`config.mk`:
```
export PLATFORM = sky130hd
export DESIGN_NAME = alu_issuer
export DESIGN_NICKNAME = d
export VERILOG_FILES = /design/src/rtl/alu_pkg.sv /design/src/rtl/alu_issuer_rsp_fifo.sv /design/src/rtl/alu_issuer.sv
export SDC_FILE = /design/constraint.sdc
export NUM_CORES = 1
export LEC_CHECK = 0
export ABC_AREA = 1
export CAP_MARGIN = 0
export CORE_MARGIN = 5
export CORE_UTILIZATION = 55
export CTS_BUF_LIST = sky130_fd_sc_hd__clkbuf_4 sky130_fd_sc_hd__clkbuf_8
export DETAILED_ROUTE_END_ITERATION = 8
export PLACE_DENSITY = 0.95
export SYNTH_ARGS = -nofsm -noshare
export SYNTH_HDL_FRONTEND = slang
export SYNTH_SLANG_ARGS = --single-unit
```
`constraint.sdc`:
```
create_clock -name clk -period 5.7 [get_ports clk]
set_input_delay 1.425 -clock clk [delete_from_list [all_inputs] [get_ports clk]]
set_output_delay 1.425 -clock clk [all_outputs]
set_load 0.01 [all_outputs]
```
`src/rtl/alu_pkg.sv`:
```
// rtl/alu_pkg.sv - shared widths, opcodes, opcode legality check and issuer FSM states
package alu_pkg;

    localparam int DATA_W = 16;
    localparam int OP_W   = 4;

    localparam logic [OP_W-1:0] OP_ADD  = 4'd2;
    localparam logic [OP_W-1:0] OP_SUB  = 4'd3;
    localparam logic [OP_W-1:0] OP_OR   = 4'd4;
    localparam logic [OP_W-1:0] OP_XOR  = 4'd5;
    localparam logic [OP_W-1:0] OP_AND  = 4'd6;
    localparam logic [OP_W-1:0] OP_NAND = 4'd7;
    localparam logic [OP_W-1:0] OP_NOR  = 4'd8;
    localparam logic [OP_W-1:0] OP_NOT  = 4'd9;

    typedef enum logic [1:0] {
        ST_IDLE = 2'd0,
        ST_WAIT = 2'd1,
        ST_PUSH = 2'd2
    } state_e;

    // Legal opcodes form the contiguous range OP_ADD..OP_NOT.
    function automatic logic is_legal_op(input logic [OP_W-1:0] op);
        return (op >= OP_ADD) && (op <= OP_NOT);
    endfunction

endpackage

```
`src/rtl/alu_issuer_rsp_fifo.sv`:
```
// rtl/alu_issuer_rsp_fifo.sv - synchronous response FIFO with occupancy count
//
// Ports:
//   clk, rst_n  : clock, asynchronous active-low reset
//   push        : write push_data (ignored when full)
//   push_data   : entry to write
//   pop         : drop the head entry (ignored when empty)
//   pop_data    : current head entry
//   count       : number of stored entries, 0..DEPTH
module rsp_fifo #(
    parameter int WIDTH = 21,
    parameter int DEPTH = 2
) (
    input  logic                         clk,
    input  logic                         rst_n,
    input  logic                         push,
    input  logic [WIDTH-1:0]             push_data,
    input  logic                         pop,
    output logic [WIDTH-1:0]             pop_data,
    output logic [$clog2(DEPTH+1)-1:0]   count
);

    localparam int PTR_W = $clog2(DEPTH);
    localparam int CNT_W = $clog2(DEPTH+1);

    logic [WIDTH-1:0] mem_q [DEPTH];
    logic [WIDTH-1:0] mem_d [DEPTH];
    logic [PTR_W-1:0] wr_ptr_q, wr_ptr_d;
    logic [PTR_W-1:0] rd_ptr_q, rd_ptr_d;
    logic [CNT_W-1:0] count_q, count_d;
    logic             do_push;
    logic             do_pop;

    always_comb begin
        do_push  = push && (count_q != CNT_W'(DEPTH));
        do_pop   = pop  && (count_q != '0);
        mem_d    = mem_q;
        wr_ptr_d = wr_ptr_q;
        rd_ptr_d = rd_ptr_q;
        count_d  = count_q;
        if (do_push) begin
            mem_d[wr_ptr_q] = push_data;
            wr_ptr_d        = wr_ptr_q + PTR_W'(1);
        end
        if (do_pop) begin
            rd_ptr_d = rd_ptr_q + PTR_W'(1);
        end
        // Simultaneous push and pop leave the occupancy unchanged.
        if (do_push && !do_pop) begin
            count_d = count_q + CNT_W'(1);
        end else if (do_pop && !do_push) begin
            count_d = count_q - CNT_W'(1);
        end
    end

    always_ff @(posedge clk or negedge rst_n) begin
        if (!rst_n) begin
            for (int i = 0; i < DEPTH; i++) begin
                mem_q[i] <= '0;
            end
            wr_ptr_q <= '0;
            rd_ptr_q <= '0;
            count_q  <= '0;
        end else begin
            mem_q    <= mem_d;
            wr_ptr_q <= wr_ptr_d;
            rd_ptr_q <= rd_ptr_d;
            count_q  <= count_d;
        end
    end

    assign pop_data = mem_q[rd_ptr_q];
    assign count    = count_q;

endmodule

```
`src/rtl/alu_issuer.sv`:
```
// rtl/alu_issuer.sv - command front-end that drives the ALU and returns tagged results
//
// Ports:
//   clk, rst_n                      : clock, asynchronous active-low reset
//   cmd_valid/cmd_ready             : command handshake
//   cmd_a, cmd_b, cmd_op, cmd_tag   : operands, opcode, request tag
//   alu_a, alu_b, alu_opcode        : registered ALU inputs, held between commands
//   alu_result                      : ALU output, sampled ALU_LAT cycles after issue
//   rsp_valid/rsp_ready             : response handshake (head of response FIFO)
//   rsp_result, rsp_tag, rsp_err    : response payload, zero while no response is held
//   op_count                        : responses popped since reset, wrapping
module alu_issuer #(
    parameter int DATA_W    = 16,
    parameter int TAG_W     = 4,
    parameter int ALU_LAT   = 1,
    parameter int RSP_DEPTH = 2
) (
    input  logic              clk,
    input  logic              rst_n,
    input  logic              cmd_valid,
    output logic              cmd_ready,
    input  logic [DATA_W-1:0] cmd_a,
    input  logic [DATA_W-1:0] cmd_b,
    input  logic [3:0]        cmd_op,
    input  logic [TAG_W-1:0]  cmd_tag,
    output logic [DATA_W-1:0] alu_a,
    output logic [DATA_W-1:0] alu_b,
    output logic [3:0]        alu_opcode,
    input  logic [DATA_W-1:0] alu_result,
    output logic              rsp_valid,
    input  logic              rsp_ready,
    output logic [DATA_W-1:0] rsp_result,
    output logic [TAG_W-1:0]  rsp_tag,
    output logic              rsp_err,
    output logic [15:0]       op_count
);

    import alu_pkg::*;

    localparam int ENT_W  = DATA_W + TAG_W + 1;
    localparam int CNT_FW = $clog2(RSP_DEPTH + 1);

    state_e            state_q, state_d;
    logic [DATA_W-1:0] alu_a_q, alu_a_d;
    logic [DATA_W-1:0] alu_b_q, alu_b_d;
    logic [OP_W-1:0]   alu_op_q, alu_op_d;
    logic [3:0]        wait_q, wait_d;
    logic [DATA_W-1:0] res_q, res_d;
    logic [TAG_W-1:0]  tag_q, tag_d;
    logic              err_q, err_d;
    logic [15:0]       op_count_q, op_count_d;
    // Low during reset and for the edge that ends it, so cmd_ready stays 0
    // while rst_n is asserted even though the FSM sits in IDLE.
    logic              run_q, run_d;

    logic              fifo_push;
    logic              fifo_pop;
    logic [ENT_W-1:0]  fifo_head;
    logic [CNT_FW-1:0] fifo_count;
    logic              fifo_empty;

    always_comb begin
        state_d    = state_q;
        alu_a_d    = alu_a_q;
        alu_b_d    = alu_b_q;
        alu_op_d   = alu_op_q;
        wait_d     = wait_q;
        res_d      = res_q;
        tag_d      = tag_q;
        err_d      = err_q;
        run_d      = 1'b1;
        cmd_ready  = 1'b0;
        fifo_push  = 1'b0;
        case (state_q)
            ST_IDLE: begin
                // A command is only taken if its response is sure to find room.
                cmd_ready = run_q && (fifo_count < CNT_FW'(RSP_DEPTH));
                if (cmd_valid && cmd_ready) begin
                    tag_d = cmd_tag;
                    if (is_legal_op(cmd_op)) begin
                        alu_a_d  = cmd_a;
                        alu_b_d  = cmd_b;
                        alu_op_d = cmd_op;
                        wait_d   = 4'(ALU_LAT);
                        state_d  = ST_WAIT;
                    end else begin
                        res_d   = '0;
                        err_d   = 1'b1;
                        state_d = ST_PUSH;
                    end
                end
            end
            ST_WAIT: begin
                wait_d = wait_q - 4'd1;
                if (wait_q == 4'd1) begin
                    res_d   = alu_result;
                    err_d   = 1'b0;
                    state_d = ST_PUSH;
                end
            end
            ST_PUSH: begin
                fifo_push = 1'b1;
                state_d   = ST_IDLE;
            end
            default: begin
                state_d = ST_IDLE;
            end
        endcase
    end

    always_comb begin
        fifo_empty = (fifo_count == '0);
        fifo_pop   = !fifo_empty && rsp_ready;
        op_count_d = op_count_q + {15'd0, fifo_pop};
    end

    always_ff @(posedge clk or negedge rst_n) begin
        if (!rst_n) begin
            state_q    <= ST_IDLE;
            alu_a_q    <= '0;
            alu_b_q    <= '0;
            alu_op_q   <= '0;
            wait_q     <= '0;
            res_q      <= '0;
            tag_q      <= '0;
            err_q      <= 1'b0;
            op_count_q <= '0;
            run_q      <= 1'b0;
        end else begin
            state_q    <= state_d;
            alu_a_q    <= alu_a_d;
            alu_b_q    <= alu_b_d;
            alu_op_q   <= alu_op_d;
            wait_q     <= wait_d;
            res_q      <= res_d;
            tag_q      <= tag_d;
            err_q      <= err_d;
            op_count_q <= op_count_d;
            run_q      <= run_d;
        end
    end

    rsp_fifo #(
        .WIDTH (ENT_W),
        .DEPTH (RSP_DEPTH)
    ) u_rsp_fifo (
        .clk       (clk),
        .rst_n     (rst_n),
        .push      (fifo_push),
        .push_data ({res_q, tag_q, err_q}),
        .pop       (fifo_pop),
        .pop_data  (fifo_head),
        .count     (fifo_count)
    );

    assign alu_a      = alu_a_q;
    assign alu_b      = alu_b_q;
    assign alu_opcode = alu_op_q;
    assign rsp_valid  = !fifo_empty;
    // Stale slots stay in the FIFO after a pop; mask them when empty.
    assign rsp_result = fifo_empty ? '0   : fifo_head[ENT_W-1 -: DATA_W];
    assign rsp_tag    = fifo_empty ? '0   : fifo_head[TAG_W:1];
    assign rsp_err    = fifo_empty ? 1'b0 : fifo_head[0];
    assign op_count   = op_count_q;

endmodule

```
==> reports/qor.txt, run 1 <==
fin crit period = 3820 ps
crit end category = output pin
CTS Hold Bufs = 0
most common cell after layout, fill and taps aside = nand2_1
Crit path required time = 4280 ps
Post-DP HPWL = 9.59 mm
CTS Buf Count = 17
synth-to-layout area growth = 33.1%
Vias = 4,728
pre-CTS setup slack = 2190 ps
Hold Startpoint = alu_b[4]
CTS H-tree lvls = 4
Longest Clk Path Bufs = 2
Post-synth EDFFs = 0
wire per inst = 14.9 um
simple-gate share of the synthesized area = 0.238
drt drc = 0
worst relative slew slack = 0.234
MaxCap Viol Count = 0
Clk Latency, worst-skew pair = 420 ps
FF+latch count, synth = 126
status = complete, no violations
Die W = 109 um
GR Layer Usage met3 = 0.0816
Die H = 109 um
worst vdd ir = 273 uV
nets = 832
RSZ-0062 raised after global routing = no
GRT Util Overall = 0.242
largest family of logic cells by synthesized area = simple AND/OR/NAND/NOR gates
worst r2r dst = op_count[10]
Pre-Repair DR Iteration Count = 5
largest net degree at the start of global routing = 85
port bufs = 134
# IOs = 135
Pleak = 3.47 nW
CTS tree = built
crit-path max FO = 23
setup bufs post-CTS = 0
worst slew pin tran = 1140 ps
Top FF cell, synth = dfrtp_1
CTS Sinks = 126
vias in the first global route = 4,863
FP Rows = 36
final setup fails = 0
Max Fclk = 0.262 GHz
CP Launch Type = register
Distinct cells, synth = 24
synthesized area = 5430 um2
YS warnings = 0
flop2flop setup slack = 3060 ps
adder-cell area share of the yosys netlist = 0.0115
Placer Congestion = 0.892
clock slew at reported path FFs = 70 ps
cell depth of the worst flop-to-flop path = 11
CP arrival = 2400 ps
grt ovf = 0
PwrDens = 542 nW/um2
met2 usage = 0.399
first-pass GRT wire length = 22.6 mm
period utilisation layout = 0.671
Hold Crit Class = reg2reg
Initial Utilization = 0.560
die area = 11,900 um2
grt peak-use layer = met2
complex-gate fraction of the synthesized area = 0.0904
most frequent cells in the layout = 274 x nand2_1, 133 x clkdlybuf4s50_1, 126 x dfrtp_1
XOR/XNOR Fraction of Synth Area = 0.0178
clock root cell = clkbuf_8
Async S/R FF share, synth = 1.00
Hold Fails Final Rpt = 0
Final TNS setup = 0 ps
total design power = 3.91 mW
Final Core Density = 0.746
initial DRC count = 256
sequential-to-total area share from yosys stat = 0.581
setup ws final = 1880 ps
initial antenna violation count = 0
post_cts resized = 0
Worst R2R Start = u_rsp_fifo.count[1]
DRT antenna net count = 0
hold depth = 2
CORE AREA = 9680 um2
Layout Skew = 8.99 ps
Hold Path End = alu_b[4]
WL final = 13.6 mm
Mapped Nets = 701
mean cell area of the mapped netlist = 8.53 um2
layout cell share with drive strength beyond 1 = 0.0615
met1 Use GR = 0.301
Slew Viols, Final = 0
mux contribution to synthesized area = 0
Gate Count Post-Synth = 636
Vias/cell = 5.18
Diodes inserted = 0
kind of critical path = reg2out
-- final cells by class --
| class | instances | area, um2 |
|---|---|---|
| inverter | 46 | 173 |
| fill | 644 | 2460 |
| sequential | 126 | 3150 |
| clock buffer | 17 | 234 |
| clock inverter | 15 | 186 |
| tap | 133 | 166 |
| multi-input combinational | 438 | 1940 |
| timing repair buffer | 138 | 1370 |
-- per-stage QoR --
step / hold WS (ps) / cells / instance area [um2]
after floorplan: 462 / 636 / 5430
after global placement: 461 / 881 / 6800
after detailed placement: 465 / 881 / 6800
after CTS: 486 / 913 / 7220
after global routing: 499 / 913 / 7220
final: 488 / 913 / 7220
-- kinds of logic after synthesis --
| kind of cell | count (synthesis) |
|---|---|
| and+or+nand+nor | 323 |
| other | 1 |
| DFF | 126 |
| adders and majority gates | 5 |
| xor gates and xnor gates | 11 |
| AOI/OAI and AO/OA | 98 |
| buffers and inverters | 72 |
-- flip-flops by register name, summed over array words and instances (netlist names) --
name                 cells
u_rsp_fifo.mem_q        42
err_q                    1
tag_q                    4
alu_a                   16
u_rsp_fifo.count         2
alu_opcode               4
u_rsp_fifo.wr_ptr_q      1
wait_q                   4
alu_b                   16
res_q                   16
state_q                  2
u_rsp_fifo.rd_ptr_q      1
run_q                    1
op_count                16
-- worst max-delay path, cell delays in order, from the launching register on --
cell and delay (ps):
dfrtp_1 410, nor2_1 60, inv_1 440, o21ai_0 250, a21oi_1 240, clkdlybuf4s50_1 580
-- routing by layer --
| layer | share of wire | wire length, um | vias to the layer above |
|---|---|---|---|
| met3 | 0.082 | 1120 | 34 |
| met2 | 0.50 | 6730 | 216 |
| li1 | - | - | 2253 |
| met1 | 0.39 | 5340 | 2225 |
| met5 | 0 | 0 | - |
| met4 | 0.028 | 382 | 0 |
-- Yosys cell counts (3+ instances only) --
cell      count  area share
nand3_2       3      0.0055
nor2_1       24       0.017
nand3_1      10      0.0092
buf_6         4      0.0083
inv_1        43       0.030
nand2_1     274        0.19
nand4_1       3      0.0035
o21ai_0      74       0.068
a21oi_1      23       0.021
xnor2_1       5      0.0081
inv_2         3      0.0021
clkbuf_1     12      0.0083
buf_4         7      0.0097
nor2_4        3      0.0062
dfrtp_1     126        0.58
xor2_1        6      0.0097
ha_1          5       0.012
-- where the power goes --
| part | internal, mW | total, mW | switching (mW) |
|---|---|---|---|
| Clock | 0.439 | 0.801 | 0.362 |
| Combinational | 0.746 | 1.56 | 0.818 |
| Sequential | 1.28 | 1.55 | 0.272 |
-- worst max-delay path by stage --
| stage | start | to | slack, ps | cells past startpoint |
|---|---|---|---|---|
| 2_1_floorplan | rsp_ready | op_count[10] | 3010 | 9 |
| 3_3_place_gp | rsp_ready | op_count[10] | 2300 | 10 |
| 3_5_place_dp | rsp_ready | op_count[10] | 2190 | 10 |
| 4_1_cts | u_rsp_fifo.count[1] | rsp_result[9] | 1880 | 5 |
| 5_1_grt | u_rsp_fifo.count[1] | rsp_result[9] | 1700 | 5 |
| 6_report | u_rsp_fifo.count[1] | rsp_result[9] | 1880 | 5 |
Note: power is estimated with default switching activity, not from simulation.
==> run 2: changes to the inputs <==
- CORE_UTILIZATION: 55 -> 46
- PLACE_DENSITY: 0.95 -> 0.88
- clock period: 5.7 -> 3.1 ns (I/O delays scaled with it)
==> reports/qor.txt, run 2 (synthesis results as in run 1) <==
status = complete, no violations (unchanged)
synth-to-layout area growth = 35.1% (was 33.1%)
CTS Hold Bufs = 0 (unchanged)
Pre-Repair DR Iteration Count = 4 (was 5)
Die W = 119 um (was 109 um)
Layout Skew = 11.4 ps (was 8.99 ps)
PwrDens = 992 nW/um2 (was 542 nW/um2)
Diodes inserted = 0 (unchanged)
total design power = 7.27 mW (was 3.91 mW)
placed insts = 898 (was 881)
setup bufs post-CTS = 0 (unchanged)
port bufs = 134 (unchanged)
layout cell share with drive strength beyond 1 = 0.0699 (was 0.0615)
GRT Util Overall = 0.194 (was 0.242)
Final TNS setup = 0 ps (unchanged)
crit end category = output pin (unchanged)
CTS Buf Count = 17 (unchanged)
crit path launch = u_rsp_fifo.count[1] (unchanged)
Die H = 119 um (was 109 um)
worst slew pin tran = 835 ps (was 1140 ps)
CTS H-tree lvls = 4 (unchanged)
wire per inst = 14.1 um (was 14.9 um)
clock slew at reported path FFs = 70 ps (about the same)
nets = 839 (was 832)
CORE AREA = 11,500 um2 (was 9680 um2)
largest net degree at the start of global routing = 44 (was 85)
setup ws final = 239 ps (was 1880 ps)
Hold Crit Class = in2async (was reg2reg)
fin cells = 930 (was 913)
Longest Clk Path Bufs = 2 (unchanged)
Worst R2R Start = u_rsp_fifo.count[1] (unchanged)
Layout fillers = 919 (was 644)
grt ovf = 0 (unchanged)
FP Rows = 39 (was 36)
worst vdd ir = 609 uV (was 273 uV)
first-pass GRT wire length = 22.3 mm (was 22.6 mm)
CP arrival = 2090 ps (was 2400 ps)
Hold Fails Final Rpt = 0 (unchanged)
Vias = 4,521 (was 4,728)
Initial Utilization = 0.473 (was 0.560)
Clk Latency, worst-skew pair = 430 ps (was 420 ps)
WL final = 13.1 mm (was 13.6 mm)
initial antenna violation count = 0 (unchanged)
drt drc = 0 (unchanged)
max FFs per register = 42 (unchanged)
kind of critical path = reg2out (unchanged)
CTS Sinks = 126 (unchanged)
RSZ-0062 raised after global routing = no (unchanged)
worst relative slew slack = 0.442 (was 0.234)
crit-path max FO = 23 (unchanged)
DRT antenna net count = 0 (unchanged)
Crit path required time = 2320 ps (was 4280 ps)
Top reg by flops = u_rsp_fifo.mem_q (unchanged)
most frequent cells in the layout = 274 x nand2_1, 133 x clkdlybuf4s50_1, 126 x dfrtp_1 (unchanged)
fin crit period = 2860 ps
Pleak = 3.53 nW (was 3.47 nW)
CP Launch Type = register (unchanged)
MaxCap Viol Count = 0 (unchanged)
Slew Viols, Final = 0 (unchanged)
initial DRC count = 290 (was 256)
post_cts resized = 0 (unchanged)
die area = 14,100 um2 (was 11,900 um2)
Max Fclk = 0.349 GHz
final setup fails = 0 (unchanged)
# IOs = 135 (unchanged)
Post-DP HPWL = 9.23 mm (was 9.59 mm)
CTS tree = built (unchanged)
Vias/cell = 4.86 (was 5.18)
vias in the first global route = 4,677 (was 4,863)
period utilisation layout = 0.923
most common cell after layout, fill and taps aside = nand2_1 (unchanged)
pre-CTS setup slack = 460 ps (was 2190 ps)
clock root cell = clkbuf_8 (unchanged)
Placer Congestion = 0.813 (was 0.892)
==> run 2: routing by layer <==
metal | GRT usage | share of wire | vias up | wire (um)
met3 | 0.0817 | 0.082 | 8 | 1070
li1 | - | - | 2265 | -
met2 | 0.311 | 0.47 | 136 | 6210
met5 | 0 | 0 | - | 0
met4 | 0.0539 | 0.0081 | 0 | 106
met1 | 0.242 | 0.44 | 2112 | 5750
==> run 2: worst paths after layout <==
check	slack, ps	end	cells past startpoint
max reg2reg	960	op_count[10]	12
max	240	rsp_tag[1]	6
min	330	alu_a[11]	1
min reg2reg	480	alu_a[6]	2
max in group asynchronous	2010	res_q[7]	2
min in group clk	480	alu_a[6]	2
==> run 2: critical path, stage by stage (launching register included) <==
cell and delay [ps]:
dfrtp_1 400, nor2_1 70, inv_1 50, buf_4 240, o21ai_0 130, a21oi_1 200, clkdlybuf4s50_1 570
==> run 2: power breakdown <==
group / internal, mW / total, mW / switching [mW]
clock: 0.922 / 1.58 / 0.659
combinational: 1.40 / 2.87 / 1.47
sequential: 2.35 / 2.82 / 0.472
total: 4.67 / 7.27 / 2.60
==> run 2: layout make-up <==
class / count / area [um2] / area share
multi-input cells: 438 / 1940 / 0.265
clock inverters: 13 / 186 / 0.0254
flip-flops and latches: 126 / 3150 / 0.430
repair buffers: 145 / 1430 / 0.196
well taps: 143 / 179 / 0.0244
inverters: 46 / 173 / 0.0236
clock buffers: 19 / 262 / 0.0357
==> run 2: through the flow <==
stage | instance area (um2) | hold slack (ps) | utilization
4_1_cts | 7330 | 327 | 0.639
3_3_place_gp | 6880 | 461 | 0.600
3_5_place_dp | 6880 | 466 | 0.600
6_report | 7330 | 330 | 0.639
2_1_floorplan | 5430 | 462 | -
5_1_grt | 7330 | 345 | 0.639
